`config.mk`:
```
export PLATFORM = sky130hd
export DESIGN_NAME = wr_ptr_ctrl_param
export DESIGN_NICKNAME = d
export VERILOG_FILES = /design/src/rtl/wr_ptr_ctrl_param.sv
export SDC_FILE = /design/constraint.sdc
export NUM_CORES = 1
export LEC_CHECK = 0
export CAP_MARGIN = 40
export CORE_MARGIN = 2
export CORE_UTILIZATION = 44
export DETAILED_ROUTE_END_ITERATION = 8
export PLACE_DENSITY_LB_ADDON = 0.1
export SLEW_MARGIN = 20
export SYNTH_ARGS = -nofsm -noshare
export SYNTH_HDL_FRONTEND = slang
export SYNTH_SLANG_ARGS = --single-unit
```
`constraint.sdc`:
```
create_clock -name w_clk -period 2.5 [get_ports w_clk]
set_input_delay 0.25 -clock w_clk [delete_from_list [all_inputs] [get_ports w_clk]]
set_output_delay 0.25 -clock w_clk [all_outputs]
set_load 0.03 [all_outputs]
```
`src/rtl/wr_ptr_ctrl_param.sv`:
```
// Write-domain pointer and flag controller for the dual-clock FIFO.
// Owns the binary/Gray write pointer and synchronises the read-side Gray pointer.
module wr_ptr_ctrl_param #(
    parameter int AW          = 4,
    parameter int SYNC_STAGES = 2,
    parameter int AF_MARGIN   = 2
) (
    input  logic          w_clk,
    input  logic          w_reset,
    input  logic          w_en,
    input  logic          ovf_clr,
    input  logic [AW:0]   r_ptr_gray,
    output logic [AW-1:0] w_addr,
    output logic          w_inc,
    output logic [AW:0]   w_ptr_gray,
    output logic          full,
    output logic          almost_full,
    output logic [AW:0]   w_level,
    output logic          overflow
);
    localparam int          DEPTH     = 1 << AW;
    localparam logic [AW:0] AF_THRESH = (AW+1)'(DEPTH - AF_MARGIN);

    function automatic logic [AW:0] bin2gray(input logic [AW:0] b);
        return b ^ (b >> 1);
    endfunction

    function automatic logic [AW:0] gray2bin(input logic [AW:0] g);
        logic [AW:0] b;
        b[AW] = g[AW];
        for (int i = AW - 1; i >= 0; i--) begin
            b[i] = b[i+1] ^ g[i];
        end
        return b;
    endfunction

    logic [AW:0]                   w_bin;
    logic [AW:0]                   w_bin_next;
    logic [AW:0]                   w_gray_next;
    logic [SYNC_STAGES-1:0][AW:0]  sync_q;
    logic [AW:0]                   rq_gray;
    logic [AW:0]                   rq_bin;
    logic [AW:0]                   level_next;
    logic                          full_next;

    // Read pointer crossing: plain flop chain, Gray coding keeps each sample within one step.
    always_ff @(posedge w_clk or posedge w_reset) begin
        if (w_reset) begin
            sync_q <= '0;
        end else begin
            sync_q <= {sync_q[SYNC_STAGES-2:0], r_ptr_gray};
        end
    end

    assign rq_gray = sync_q[SYNC_STAGES-1];
    assign rq_bin  = gray2bin(rq_gray);

    assign w_inc       = w_en & ~full;
    assign w_bin_next  = w_bin + {{AW{1'b0}}, w_inc};
    assign w_gray_next = bin2gray(w_bin_next);
    assign level_next  = w_bin_next - rq_bin;
    // Full when the pointers differ only in the wrap bit: top two Gray bits inverted.
    assign full_next   = (w_gray_next == {~rq_gray[AW:AW-1], rq_gray[AW-2:0]});

    assign w_addr = w_bin[AW-1:0];

    // Pointer and flag registers; flags see the post-write pointer on the same edge.
    always_ff @(posedge w_clk or posedge w_reset) begin
        if (w_reset) begin
            w_bin       <= '0;
            w_ptr_gray  <= '0;
            full        <= 1'b0;
            almost_full <= 1'b0;
            w_level     <= '0;
            overflow    <= 1'b0;
        end else begin
            w_bin       <= w_bin_next;
            w_ptr_gray  <= w_gray_next;
            full        <= full_next;
            almost_full <= (level_next >= AF_THRESH);
            w_level     <= level_next;
            if (w_en & full) begin
                overflow <= 1'b1;
            end else if (ovf_clr) begin
                overflow <= 1'b0;
            end
        end
    end

endmodule

```
==> metrics.txt <==
run status finished clean; Mapped Nets 110; Finished Layout Cells approximately 170; synthesized netlist cell count 94; final routed DRC violation total 0; CP endpoint almost_full$_DFF_PP0_; net total in the final layout 158; final setup skew 0.008216 ns; Hold Fails Final Rpt 0; setup slack of the critical path after layout 0.07706 ns; Detailed Route Iter0 Violations 8; kind of critical path reg2reg; CP Launch Type register; post-placement setup slack -0.08982 ns; post-synthesis sequential area ratio 0.5561; clk buf depth 2; endpoint type of the worst setup path register; number of nets still failing antenna checks after routing 0; final std cell area, no fill 1727 um2; floorplan die area 3197 um2; relative slew slack 0.7429; internal reg-to-reg setup slack 0.08 ns; Filler cells 221; pwr dens between 1500 and 2000 nW/um2; WP data required 2.73 ns; share of the clock period used by the worst path after layout 0.9692; unrepaired setup endpoints after global routing true; detailed-router iteration count before antenna repair 3; data arrival time of the worst path approximately 2.7 ns; FF-to-FF path depth 11; per-instance average area after synthesis around 13 um2; number of cell rows 19; overall via count from detail_route 776; clock network fraction of total power 0.068; Finish-stage setup viols 0; clock-pin transition on the worst setup and hold timing paths 0.14 ns; share of cells above drive strength 1 0.2837; internal power component 1.572 mW; leakage component of the power 0.7848 nW; critical path peak fanout 2; CTS Buf Count 3; placed standard-cell area 1639 um2; residual overflow from global routing 0; Routed wire per std cell 11.83 um; post-synthesis register bit count 27; sequential share of power 0.271; Max stage delay on crit path 0.43 ns; number of port buffers 26; cell at the root of the clock tree sky130_fd_sc_hd__clkbuf_4; pin count of the biggest net entering global routing 28; TritonCTS clock tree done; part of the total power dissipated in combinational logic 0.660; Hold Crit Class in2async; count of pins over their slew limit 0; switching power share of the total 0.4153; Yosys warning count 0; HPWL after DPL 1.511 mm; number of distinct library cell variants in the gate-level netlist after synthesis 26; synthesis-to-finish area growth 42.12%; Routed WL 2.034 mm; worst setup path startpoint rq_gray[4]$_DFF_PP0_; final RePlAce weighted congestion 0.8047; number of top-level design ports 27; critical-path cell list xnor2_2, xor2_2, xor2_2, xnor2_1, ha_2, fa_2, inv_2, a21o_1, a21oi_2, xnor2_2, a31o_2; timing-limited maximum frequency 412.7 MHz; cell area after synthesis 1215 um2; Final Core Density 0.6428; effective utilization at floorplan 0.4523; power spent charging and discharging nets 1.117 mW; Inserted Diodes 0; clock network latency to the later pin of the worst-skew pair 0.32 ns; Crit Reg-Reg Endpoint almost_full$_DFF_PP0_; vias in the first global route 809; launching point of the worst reg2reg path rq_gray[4]$_DFF_PP0_; final critical delay including setup and external delays 2.423 ns; Clock H-tree levels 1; IR Drop Worst-Case VDD 1.356 mV; global-route wire length before repair 3.629 mm; final hold slack 0.2660 ns; total global routing track utilization 0.1481; cell total after placement 165; Core Footprint 2686 um2; number of antenna violations at the first check in global routing 0; DR vias/cell 4.512; Slew @ Worst Pin 0.3829 ns; cell with the largest stage delay on the worst path sky130_fd_sc_hd__dfrtp_1; Die H 56.55 um; CTS Sinks 27; number of maximum-capacitance constraint violations 0; width of the die 56.55 um
==> logic make-up (layout without fill, tap and decap cells) <==
group	count (synthesis)	count (layout)	synth area share
flip-flops	27	27	0.5561
buffers and inverters	15	62	0.05767
AND/OR/NAND/NOR	11	11	0.05254
XOR/XNOR	23	23	0.1988
AO/OA/AOI/OAI	11	11	0.05664
adder cells (fa/ha/maj)	7	7	0.07827
==> worst min path at each step <==
| stage | cells after the start | endpoint | slack [ns] | from |
|---|---|---|---|---|
| global route | 3 | almost_full$_DFF_PP0_ | 0.31 | w_reset |
| floorplan | 0 | sync_q[0]$_DFF_PP0_ | 0.28 | r_ptr_gray[0] |
| CTS | 3 | w_level[2]$_DFF_PP0_ | 0.27 | w_reset |
| finish | 3 | almost_full$_DFF_PP0_ | 0.27 | w_reset |
| detailed placement | 0 | rq_gray[0]$_DFF_PP0_ | 0.33 | sync_q[0]$_DFF_PP0_ |
| global placement | 0 | rq_gray[1]$_DFF_PP0_ | 0.33 | sync_q[1]$_DFF_PP0_ |
==> final cells by class <==
class	count	area (um2)	share of cell area
clock buffers	4	26.28	0.01522
inverters	11	41.29	0.02391
multi-input cells	52	525.5	0.3043
flip-flops and latches	27	676.9	0.3920
well taps	31	38.79	0.02246
repair buffers	47	417.9	0.2420
==> cells in the mapped netlist (all sizes together) <==
cell type | n | area, um2
o211ai | 2 | 15.01
xnor2 | 16 | 147.7
fa | 1 | 20.02
o21ai | 2 | 10.01
a31o | 1 | 8.760
a21oi | 4 | 20.02
ha | 6 | 75.07
or3 | 1 | 6.260
clkbuf | 1 | 5.000
nand3b | 1 | 7.510
xor2 | 6 | 71.32
dfrtp | 27 | 675.7
nand3 | 2 | 10.01
inv | 11 | 41.29
nand2 | 3 | 11.26
buf | 3 | 23.77
xnor3 | 1 | 22.52
a21o | 2 | 15.01
nand2b | 1 | 6.260
nor2b | 1 | 6.260
nand4 | 1 | 6.260
nor3 | 1 | 10.01
==> state kept, by name (all words and copies together) (netlist names) <==
register and cells:
rq_gray 5, sync_q 5, w_bin 5, w_level 5
w_ptr_gray 4, almost_full 1, full 1, overflow 1
==> what timing repair did <==
item                       in CTS  in global routing
setup endpoints to repair       1                  3
setup buffers                   2                  1
gates resized for setup         3                  5
pin swaps                       4                  6
hold buffers                    0                  0
hold endpoints to repair        0                  0
==> placed cells by master (no fill, tap or decap), types with 2 or more instances in the layout <==
master / instances
sky130_fd_sc_hd__a21o_1: 2
sky130_fd_sc_hd__clkdlybuf4s50_1: 26
sky130_fd_sc_hd__xnor2_1: 13
sky130_fd_sc_hd__o21ai_0: 2
sky130_fd_sc_hd__xor2_2: 3
sky130_fd_sc_hd__a21oi_1: 3
sky130_fd_sc_hd__buf_4: 21
sky130_fd_sc_hd__dfrtp_1: 26
sky130_fd_sc_hd__inv_1: 10
sky130_fd_sc_hd__o211ai_1: 2
sky130_fd_sc_hd__nand2_1: 3
sky130_fd_sc_hd__ha_1: 4
sky130_fd_sc_hd__xnor2_2: 3
sky130_fd_sc_hd__nand3_1: 2
sky130_fd_sc_hd__clkbuf_4: 3
sky130_fd_sc_hd__ha_2: 2
sky130_fd_sc_hd__xor2_1: 2
==> power groups by stage <==
stage	Clock, mW	Sequential [mW]	Combinational (mW)
global route	0.215	0.753	1.94
global placement	0	0.738	1.70
CTS	0.193	0.732	1.75
floorplan	0	0.961	0.842
finish	0.183	0.730	1.78
detailed placement	0	0.741	1.72
==> routing by layer <==
layer	up-vias	track usage	share of wire
met3	4	0.03687	0.056
met1	359	0.2000	0.47
met5	-	0	0
met2	23	0.2259	0.46
met4	0	0.06463	0.014
li1	390	-	-
==> per-stage QoR <==
| stage | setup TNS (ns) | power (mW) |
|---|---|---|
| finish | 0 | 2.689 |
| global route | -0.04225 | 2.908 |
| CTS | 0 | 2.680 |
| detailed placement | -0.08982 | 2.459 |
| global placement | -0.08102 | 2.435 |
| floorplan | 0 | 1.804 |
==> critical path, delay by kind of cell, from the launching register on <==
family	cells	cell delay (ns)
AO/OA/AOI/OAI	3	0.55
buffers and inverters	1	0.03
flip-flops	1	0.43
XOR/XNOR	5	0.90
adder cells (fa/ha/maj)	2	0.43
(Power assumes the default switching activity.)
